[src/rtl/spsram_port_arb_if.sv]
// Requester-side port of the shared single-port SRAM arbiter.
// The requester drives the access; the arbiter answers with grant and read return.
interface spsram_port_arb_if #(
    parameter int AW  = 14,
    parameter int DW  = 128,
    parameter int BEW = DW / 8
);
    logic           req;
    logic           lock;
    logic           wen;
    logic [AW-1:0]  addr;
    logic [DW-1:0]  wdata;
    logic [BEW-1:0] wstrb;
    logic           gnt;
    logic           rvalid;
    logic [DW-1:0]  rdata;

    modport master (
        output req, lock, wen, addr, wdata, wstrb,
        input  gnt, rvalid, rdata
    );

    modport slave (
        input  req, lock, wen, addr, wdata, wstrb,
        output gnt, rvalid, rdata
    );
endinterface

[src/rtl/spsram_port_arb.sv]
// Two-port round-robin arbiter in front of the single-port program/data SRAM.
// Requester 0 is the CPU AXI slave, requester 1 the loader/debug backdoor.
// One access per cycle; a locking requester may keep the port for up to
// MAX_HOLD consecutive grants before the other side is served.
module spsram_port_arb #(
    parameter int AW       = 14,
    parameter int DW       = 128,
    parameter int BEW      = DW / 8,
    parameter int MAX_HOLD = 16
) (
    input  logic              clk,
    input  logic              rst_b,
    spsram_port_arb_if.slave  r0,
    spsram_port_arb_if.slave  r1,
    output logic              mem_cen_b,
    output logic              mem_gwen_b,
    output logic [DW-1:0]     mem_wen_b,
    output logic [AW-1:0]     mem_addr,
    output logic [DW-1:0]     mem_din,
    input  logic [DW-1:0]     mem_dout
);

    localparam int HW = $clog2(MAX_HOLD + 1);

    // Both requesters flattened into packed arrays so arbitration can index by id.
    logic [1:0]          req;
    logic [1:0]          lock;
    logic [1:0]          wen;
    logic [1:0][AW-1:0]  addr;
    logic [1:0][DW-1:0]  wdata;
    logic [1:0][BEW-1:0] wstrb;

    assign req   = {r1.req,   r0.req};
    assign lock  = {r1.lock,  r0.lock};
    assign wen   = {r1.wen,   r0.wen};
    assign addr  = {r1.addr,  r0.addr};
    assign wdata = {r1.wdata, r0.wdata};
    assign wstrb = {r1.wstrb, r0.wstrb};

    logic          owner;      // last granted requester
    logic [HW-1:0] hold_cnt;   // consecutive locked grants to owner
    logic [1:0]    rd_pend;    // read issued last cycle, per requester

    logic          own_keep;
    logic          pri;
    logic [1:0]    gnt;
    logic          gnt_any;
    logic          sel;
    logic [HW-1:0] hold_nxt;

    // Pick the priority requester, then grant it or fall back to the other one.
    always_comb begin
        own_keep = req[owner] & lock[owner] & (hold_cnt < HW'(MAX_HOLD));
        pri      = own_keep ? owner : ~owner;
        gnt      = 2'b00;
        if (req[pri])
            gnt[pri] = 1'b1;
        else if (req[~pri])
            gnt[~pri] = 1'b1;
    end

    assign gnt_any = |gnt;
    assign sel     = gnt[1];

    // Burst length bookkeeping: extend the run only for a locked re-grant to the owner.
    always_comb begin
        hold_nxt = '0;
        if ((sel == owner) && lock[sel])
            hold_nxt = (hold_cnt == HW'(MAX_HOLD)) ? hold_cnt : hold_cnt + HW'(1);
        else if (lock[sel])
            hold_nxt = HW'(1);
    end

    // Arbitration state and read-return tags.
    always_ff @(posedge clk or negedge rst_b) begin
        if (!rst_b) begin
            owner    <= 1'b1;
            hold_cnt <= '0;
            rd_pend  <= 2'b00;
        end else begin
            if (gnt_any) begin
                owner    <= sel;
                hold_cnt <= hold_nxt;
            end
            rd_pend <= gnt & ~wen;
        end
    end

    // SRAM control/address/data: idle values unless someone holds the grant.
    always_comb begin
        mem_cen_b  = 1'b1;
        mem_gwen_b = 1'b1;
        mem_addr   = '0;
        mem_din    = '0;
        if (gnt_any) begin
            mem_cen_b  = 1'b0;
            mem_gwen_b = ~wen[sel];
            mem_addr   = addr[sel];
            mem_din    = wdata[sel];
        end
    end

    // Byte strobes expand to the macro's active-low bit mask; reads mask everything.
    for (genvar b = 0; b < BEW; b++) begin : g_mask
        assign mem_wen_b[8*b +: 8] = {8{~(gnt_any & wen[sel] & wstrb[sel][b])}};
    end

    assign r0.gnt    = gnt[0];
    assign r1.gnt    = gnt[1];
    assign r0.rvalid = rd_pend[0];
    assign r1.rvalid = rd_pend[1];
    assign r0.rdata  = mem_dout & {DW{rd_pend[0]}};
    assign r1.rdata  = mem_dout & {DW{rd_pend[1]}};

endmodule

[src/flat_wrapper.sv]
// flat-port wrapper written by rule: the top's interface ports become plain ports
module spsram_port_arb_flat 
#(
    parameter int AW       = 14,
    parameter int DW       = 128,
    parameter int BEW      = DW / 8,
    parameter int MAX_HOLD = 16
)
  (clk, rst_b, mem_cen_b, mem_gwen_b, mem_wen_b, mem_addr, mem_din, mem_dout, r0_req, r0_lock, r0_wen, r0_addr, r0_wdata, r0_wstrb, r0_gnt, r0_rvalid, r0_rdata, r1_req, r1_lock, r1_wen, r1_addr, r1_wdata, r1_wstrb, r1_gnt, r1_rvalid, r1_rdata);
  spsram_port_arb_if #(.AW(AW), .DW(DW), .BEW(BEW)) r0_i ();
  spsram_port_arb_if #(.AW(AW), .DW(DW), .BEW(BEW)) r1_i ();
  input  logic clk;
  input  logic rst_b;
  output logic mem_cen_b;
  output logic mem_gwen_b;
  output logic [DW-1:0] mem_wen_b;
  output logic [AW-1:0] mem_addr;
  output logic [DW-1:0] mem_din;
  input  logic [DW-1:0] mem_dout;
  input wire logic [$bits(r0_i.req)-1:0] r0_req;
  input wire logic [$bits(r0_i.lock)-1:0] r0_lock;
  input wire logic [$bits(r0_i.wen)-1:0] r0_wen;
  input wire logic [$bits(r0_i.addr)-1:0] r0_addr;
  input wire logic [$bits(r0_i.wdata)-1:0] r0_wdata;
  input wire logic [$bits(r0_i.wstrb)-1:0] r0_wstrb;
  output wire logic [$bits(r0_i.gnt)-1:0] r0_gnt;
  output wire logic [$bits(r0_i.rvalid)-1:0] r0_rvalid;
  output wire logic [$bits(r0_i.rdata)-1:0] r0_rdata;
  input wire logic [$bits(r1_i.req)-1:0] r1_req;
  input wire logic [$bits(r1_i.lock)-1:0] r1_lock;
  input wire logic [$bits(r1_i.wen)-1:0] r1_wen;
  input wire logic [$bits(r1_i.addr)-1:0] r1_addr;
  input wire logic [$bits(r1_i.wdata)-1:0] r1_wdata;
  input wire logic [$bits(r1_i.wstrb)-1:0] r1_wstrb;
  output wire logic [$bits(r1_i.gnt)-1:0] r1_gnt;
  output wire logic [$bits(r1_i.rvalid)-1:0] r1_rvalid;
  output wire logic [$bits(r1_i.rdata)-1:0] r1_rdata;
  assign r0_i.req = r0_req;
  assign r0_i.lock = r0_lock;
  assign r0_i.wen = r0_wen;
  assign r0_i.addr = r0_addr;
  assign r0_i.wdata = r0_wdata;
  assign r0_i.wstrb = r0_wstrb;
  assign r0_gnt = r0_i.gnt;
  assign r0_rvalid = r0_i.rvalid;
  assign r0_rdata = r0_i.rdata;
  assign r1_i.req = r1_req;
  assign r1_i.lock = r1_lock;
  assign r1_i.wen = r1_wen;
  assign r1_i.addr = r1_addr;
  assign r1_i.wdata = r1_wdata;
  assign r1_i.wstrb = r1_wstrb;
  assign r1_gnt = r1_i.gnt;
  assign r1_rvalid = r1_i.rvalid;
  assign r1_rdata = r1_i.rdata;
  spsram_port_arb #(.AW(AW), .DW(DW), .BEW(BEW), .MAX_HOLD(MAX_HOLD)) u_core (.clk(clk), .rst_b(rst_b), .r0(r0_i), .r1(r1_i), .mem_cen_b(mem_cen_b), .mem_gwen_b(mem_gwen_b), .mem_wen_b(mem_wen_b), .mem_addr(mem_addr), .mem_din(mem_din), .mem_dout(mem_dout));
endmodule
[config.mk]
export PLATFORM = sky130hd
export DESIGN_NAME = spsram_port_arb_flat
export DESIGN_NICKNAME = d
export VERILOG_FILES = /design/src/rtl/spsram_port_arb_if.sv /design/src/rtl/spsram_port_arb.sv /design/src/flat_wrapper.sv
export SDC_FILE = /design/constraint.sdc
export NUM_CORES = 1
export LEC_CHECK = 0
export BUFFER_PORTS_ARGS = -buffer_cell sky130_fd_sc_hd__buf_2
export CAP_MARGIN = 10
export CORE_AREA = 10 10 379 381
export DETAILED_ROUTE_END_ITERATION = 6
export DIE_AREA = 0 0 389 391
export PLACE_DENSITY = 0.3
export RECOVER_POWER = 100
export SLEW_MARGIN = 20
export SYNTH_ARGS = -nofsm -noshare
export SYNTH_HDL_FRONTEND = slang
export SYNTH_SLANG_ARGS = --single-unit
[constraint.sdc]
create_clock -name clk -period 4.8 [get_ports clk]
set_clock_uncertainty 0.05 [all_clocks]
set_input_delay 0.96 -clock clk [delete_from_list [all_inputs] [get_ports clk]]
set_output_delay 0.96 -clock clk [all_outputs]
set_load 0.02 [all_outputs]
==> results of run 1 <==
[cell usage after synthesis, types with 2 or more instances]
cell type	number	share of area
o21a_1	2	0.0025
a2bb2oi_1	63	0.092
mux2i_1	2	0.0034
a2bb2oi_2	80	0.20
inv_1	5	0.0031
dfrtp_1	7	0.029
buf_6	8	0.015
ha_1	2	0.0042
o21ai_0	5	0.0042
and2_1	258	0.27
nor2_1	4	0.0025
mux2_2	16	0.030
nor2b_1	5	0.0052
a21oi_1	5	0.0042
buf_2	14	0.012
nand2_1	176	0.11
buf_4	120	0.15
clkbuf_1	52	0.033
[through the flow]
step,std cells,setup WS (ns),utilization
floorplan,840,1.40,-
detailed placement,3446,0.361,0.0889
CTS,3450,0.350,0.0895
global placement,3446,0.325,0.0889
finish,3464,0.265,0.0849
global route,3453,0.151,0.0847
[where the power goes]
part | internal, mW | switching [mW] | total [mW]
Combinational | 0.485 | 1.10 | 1.59
Clock | 0.111 | 0.0388 | 0.150
Sequential | 0.0736 | 0.0289 | 0.102
[worst paths after layout]
check	from	end	slack, ns
worst max register to register	u_core.owner$_DFFE_PN1N_	u_core.rd_pend[0]$_DFF_PN0_	2.44
worst min register to register	u_core.owner$_DFFE_PN1N_	u_core.owner$_DFFE_PN1N_	0.50
worst max-delay path	r0_lock	mem_din[110]	0.26
min in group asynchronous	rst_b	u_core.hold_cnt[0]$_DFFE_PN0P_	0.62
max in group asynchronous	rst_b	u_core.rd_pend[1]$_DFF_PN0_	3.69
worst min-delay path	u_core.owner$_DFFE_PN1N_	u_core.owner$_DFFE_PN1N_	0.50
[layout by cell type (no fill, tap or decap), types with 2 or more instances in the layout]
cell,instances
a2bb2oi_1,94
dfrtp_1,6
buf_12,4
a2bb2oi_2,49
inv_1,5
clkbuf_2,8
clkbuf_16,3
buf_4,7
a21oi_1,5
and2_1,165
o21ai_0,5
and2_0,93
nor2b_1,5
mux2i_1,2
nor2_1,4
buf_2,636
o21a_1,2
diode_2,14
nand2_1,176
mux2_1,15
ha_1,2
clkbuf_1,351
[cell families (layout without fill, tap and decap cells)]
family | after synthesis | in the layout | synth area share
compound gates | 164 | 164 | 0.319
xor+xnor | 1 | 1 | 0.00147
fa+ha+maj | 2 | 2 | 0.00419
buf+inv | 199 | 1015 | 0.214
flops | 8 | 8 | 0.0338
mux | 18 | 18 | 0.0336
other cells | 0 | 14 | 0
simple gates | 448 | 448 | 0.395
[critical path, delay by kind of cell]
family	cells	cell delay, ns
AND/OR/NAND/NOR	1	0.22
buffers and inverters	4	1.11
AO/OA/AOI/OAI	3	1.09
[cell type report]
class | instances | area (sq um) | share of cell area
antenna | 14 | 35.0 | 0.00303
inverter | 5 | 18.8 | 0.00162
timing repair buffer | 1006 | 4680 | 0.405
multi-input combinational | 633 | 4300 | 0.372
tap | 1794 | 2240 | 0.194
clock buffer | 4 | 78.8 | 0.00682
sequential | 8 | 205 | 0.0177
[metal layers]
layer,GRT usage,routed length (microns),vias up
met2,0.206,47300,672
met3,0.0521,10100,148
li1,-,-,4330
met5,0,361,-
met4,0.00930,1030,52
met1,0.156,42800,4803
[flip-flops by register name, indices dropped and copies added (netlist names)]
signal           cells
u_core.hold_cnt      5
u_core.rd_pend       2
u_core.owner         1
==> results.md, run 1 <==
- Failing checks: max-capacitance violations, max-slew violations
- Area delta synth->final: 93.9%
- Slew Viols, Final: 96
- Post-route minimum period: 4.54 ns
- GRT overflow: 0
- Routed length per instance: 29.3 microns
- Clock slew at reported path FFs: 0.04 ns
- Relative slew slack: -0.626
- # port buffers: 983
- Max stage delay on crit path: 0.61 ns
- Crit start category: input pin
- CP max stage cell: a2bb2oi_2
- Power Total: 1.84 mW
- Status: finished with violations
- First-pass detailed-route iteration total: 5
- Clock tree buffer depth: 2
- Root buf cell: clkbuf_16
- DPL Wire Length: 94100 microns
- Area after DPL: 12100 sq um
- FF-to-FF path depth: 5
- Vias/cell: 2.89
- Yosys warns: 0
- Post-CTS Hold Buffers: 0
- Mapped Area: 5970 sq um
- FF+latch count, synth: 8
- Sequential fraction of the synthesis area: 0.0338
- Mapped Avg Cell Area: 7.10 sq um
- HP Class: register to register
- Sum Neg Setup Slack: 0 ns
- Clock latency on the worst-skew pair: 0.24 ns
- Cell Pwr Density: 159 nW/um^2
- Post-CTS setup buffer count: 0
- Routed via count: 10000
- IO Pins: 984
- Fin nets: 2111
- Hold path depth: 1
- Largest net degree at the start of global routing: 95
- Post-synth EDFFs: 0
- Post-CTS Resized: 0
- Placement Rows: 136
- Worst Path Arrival: 3.53 ns
- Syn Inst Count: 840
- Die ar.: 152000 sq um
- CTS buffer count: 3
- Leak: 5.04 nW
- Vias in the first global route: 9983
- DRT antenna net count: 0
- CP Class: input pin to output pin
- DR iter-0 viols: 538
- Tcrit/Tclk final: 0.945
- Die Span X: 389 microns
- Final instance area: 11600 sq um
- Die Y: 391 microns
- Initial antenna violation count: 97
- Peak VDD IR: 130 uV
- First-pass GRT wire length: 123000 microns
- Initial Util: 0.0438
- Ys flop type: dfrtp_1
- CTS tree: built
- Final Hold Fails: 0
- Clk sinks: 8
- Cell Chain, Critical Path: clkbuf_1, nor2b_1, o22a_1, a21oi_4, buf_12, buf_4, a2bb2oi_2, buf_2
- Synth Net Count: 1294
- Share of cells above drive strength 1: 0.431
- Final setup vio count: 0
- GRT Util Overall: 0.124
- Crit-path max FO: 41
- Gpl congestion: 0.917
- Ys async rst share: 1.00
- Routed WL: 102000 microns
- Library cells used by synthesis: 34
- F_max: 221 MHz
- Data required time of the worst path: 3.79 ns
- CP endpoint kind: output pin
- Core Region: 136000 sq um
- RSZ-0062 raised after global routing: no
- WHS: 0.496 ns
- DRC violations left: 0
- Fill count: 16400
- Worst Tran Pin Value: 2.44 ns
- H-tree depth: 1
- Max_cap viols: 1
(Power assumes the default switching activity.)
==> inputs of run 2 (changes only) <==
--- a/config.mk
+++ b/config.mk
@@ -7,3 +7,3 @@
 export LEC_CHECK = 0
-export BUFFER_PORTS_ARGS = -buffer_cell sky130_fd_sc_hd__buf_2
+export BUFFER_PORTS_ARGS = -buffer_cell sky130_fd_sc_hd__clkbuf_2
 export CAP_MARGIN = 10
--- a/constraint.sdc
+++ b/constraint.sdc
@@ -4,2 +4,2 @@
 set_output_delay 0.96 -clock clk [all_outputs]
-set_load 0.02 [all_outputs]
+set_load 0.1 [all_outputs]
==> run 2 against run 1 <==
The flow still finishes with violations (max-capacitance violations, max-slew violations). Final area grew 19%. Clock power is essentially flat. Power is 120% higher. Count of clock-buffer cells in the layout is the same. Critical path depth unchanged. Non-clock buffer count fell by 1. First-iteration DRC count is 3.9% lower. Utilization increased by 1.6 points. Combinational power grew 140%. Register-to-register slack better by 0.17 ns. Critical endpoint is now mem_wen_b[46]. Largest cell class unchanged. Largest power group unchanged. Highest routed layer unchanged.
==> results.md, run 2 (synthesis gave the netlist of run 1 again) <==
- GRT Util Overall: 0.117 (-0.00693)
- Placement Rows: 136 (unchanged)
- Pint: 1.00 mW (+50%)
- Area after DPL: 14900 sq um (+23%)
- First-pass GRT wire length: 117000 microns (-4.8%)
- Post-route minimum period: 4.49 ns (-0.0491 ns)
- HP Class: register to register
- Routed length per instance: 27.8 microns (-5.1%)
- Data required time of the worst path: 3.79 ns (about the same)
- CP most frequent cell: buf_12
- DP Cell Count: 3443 (-0.087%)
- DRC violations left: 0 (unchanged)
- Met1 Use GR: 0.132 (-0.0232)
- Post-CTS Hold Buffers: 0 (unchanged)
- Critical path buffers and inverters: 4 (unchanged)
- Cell Pwr Density: 291 nW/um^2 (+83%)
- Most common cell after layout, fill and taps aside: clkbuf_2
- Die ar.: 152000 sq um (unchanged)
- Fin nets: 2110 (-0.047%)
- Reg power frac: 0.023 (-0.033)
- GR Util met3: 0.0735 (+0.0214)
- Final setup vio count: 0 (unchanged)
- Root buf cell: clkbuf_16
- Clock latency on the worst-skew pair: 0.24 ns (about the same)
- # port buffers: 983 (unchanged)
- WHS Endpoint: u_core.owner$_DFFE_PN1N_
- Max FFs per register: 5 (unchanged)
- Routed via count: 9751 (-2.5%)
- Crit-path max FO: 29 (-29%)
- RSZ-0062 raised after global routing: no
- Switching share of power: 0.749 (+0.113)
- Final non-filler cell total: 3454 (-0.29%)
- Met2 GRT Util: 0.194 (-0.0112)
- Top Registers: u_core.hold_cnt (5), u_core.rd_pend (2), u_core.owner (1)
- Clock tree buffer depth: 2 (unchanged)
- Clk sinks: 8 (unchanged)
- CP max stage cell: mux2_1
- Worst Tran Pin Value: 1.71 ns (-0.730 ns)
- Biggest register: u_core.hold_cnt
- Routed WL: 96100 microns (-5.3%)
- GRT overflow: 0 (unchanged)
- Gr busiest metal: met2
- WHS: 0.504 ns (+0.00807 ns)
- DR iter-0 viols: 517 (-3.9%)
- Cell Chain, Critical Path: clkbuf_1, nor2b_1, o22a_1, a21oi_1, buf_12, buf_12, mux2_1, buf_12
- Share of cells above drive strength 1: 0.445 (+0.0142)
- F_max: 223 MHz (+1.1%)
- Vias/cell: 2.82 (-2.3%)
- Slew Viols, Final: 14 (-85%)
- Relative slew slack: -0.134 (+0.491)
- DRT antenna net count: 0 (unchanged)
- P_sw: 2.99 mW (+160%)
- DPL Wire Length: 88400 microns (-6.1%)
- Tcrit/Tclk final: 0.935 (-0.0102)
- H-tree depth: 1 (unchanged)
- Worst Path Arrival: 3.48 ns (-0.05 ns)
- CP Class: input pin to output pin
- Worst R2R Setup Slack: 2.61 ns (+0.17 ns)
- Final instance area: 13700 sq um (+19%)
- Area delta synth->final: 130%
- Sum Neg Setup Slack: 0 ns (unchanged)
- Crit start category: input pin
- CTS buffer count: 3 (unchanged)
- Die Span X: 389 microns (unchanged)
- First-pass detailed-route iteration total: 5 (unchanged)
- Post-CTS Resized: 0 (unchanged)
- CTS tree: built
- IO Pins: 984 (unchanged)
- Largest net degree at the start of global routing: 150 (+58%)
- Clock power share: 0.037 (-0.045)
- Die Y: 391 microns (unchanged)
- Hold path depth: 1 (unchanged)
- Gpl congestion: 0.911 (-0.69%)
- Final cell utilization of the core: 0.101 (+0.0158)
- Worst R2R Start: u_core.owner$_DFFE_PN1N_
- Max stage delay on crit path: 0.79 ns (+0.18 ns)
- Clock slew at reported path FFs: 0.04 ns (about the same)
- Post-CTS setup buffer count: 0 (unchanged)
- Max_cap viols: 15 (+14)
- Reg-to-reg endpoint: u_core.rd_pend[1]$_DFF_PN0_
- Initial Util: 0.0438 (unchanged)
- FF-to-FF path depth: 6 (+1)
- Peak VDD IR: 116 uV (-11%)
- Hold Crit Start: u_core.owner$_DFFE_PN1N_
- Final Hold Fails: 0 (unchanged)
- Vias in the first global route: 9812 (-1.7%)
- Initial antenna violation count: 47 (-52%)
- Comb power frac: 0.940 (+0.077)
- Largest delay share family, worst path: buffers and inverters
- CP endpoint kind: output pin
- Failing checks: max-capacitance violations, max-slew violations
- Core Region: 136000 sq um (unchanged)
- Commonest non-fill, non-tap cells in the layout: 533 x clkbuf_2, 308 x clkbuf_1, 258 x and2_1
- Leak: 6.05 nW (+20%)
- Status: finished with violations
[run 2: changes by cell type in the layout (fill, tap and decap cells not counted), moves of 43 or more]
cell	change
and2_0	-93
and2_1	+93
buf_12	+148
buf_2	-636
clkbuf_1	-43
clkbuf_2	+525
[run 2: cell type report]
| cell class | instances | area [sq um] |
|---|---|---|
| Antenna cell | 5 | 12.5 |
| Clock buffer | 4 | 78.8 |
| Fill cell | 16100 | 123000 |
| Inverter | 5 | 18.8 |
| Multi-Input combinational cell | 633 | 4150 |
| Sequential cell | 8 | 209 |
| Tap cell | 1794 | 2240 |
| Timing Repair Buffer | 1005 | 7000 |
[run 2: worst max path at each step]
stage | startpoint | end | slack [ns] | depth (start not counted)
after CTS | r0_lock | mem_din[122] | 0.48 | 8
after floorplan | r0_lock | mem_din[119] | 0.10 | 5
after global routing | r0_lock | mem_wen_b[46] | 0.20 | 8
after detailed placement | r0_lock | mem_din[122] | 0.48 | 8
final | r0_lock | mem_wen_b[46] | 0.31 | 8
after global placement | r0_lock | mem_din[122] | 0.43 | 8
[run 2: metal layers]
layer	routed length, microns	up-vias
met1	36500	4686
met3	13400	100
met4	1380	34
met2	44600	615
li1	-	4316
met5	231	-
[run 2: power by group through the flow]
stage	Sequential (mW)	Clock [mW]	Combinational [mW]
after global placement	0.112	0	3.96
final	0.0905	0.149	3.75
after CTS	0.111	0.151	3.95
after global routing	0.0916	0.160	3.88
after floorplan	0.0864	0	2.69
after detailed placement	0.112	0	3.94
[run 2: per-stage QoR]
step / total power, mW / setup slack [ns]
2_1_floorplan: 2.78 / 0.102
3_3_place_gp: 4.07 / 0.432
3_5_place_dp: 4.05 / 0.479
4_1_cts: 4.22 / 0.480
5_1_grt: 4.13 / 0.196
6_report: 3.99 / 0.314
[run 2: worst reg2reg max path: cells and delay by family, from the launching register on]
kind	cells	cell delay, ns
DFF	1	0.58
AOI/OAI and AO/OA	2	0.51
and+or+nand+nor	2	0.39
buffers and inverters	2	0.56
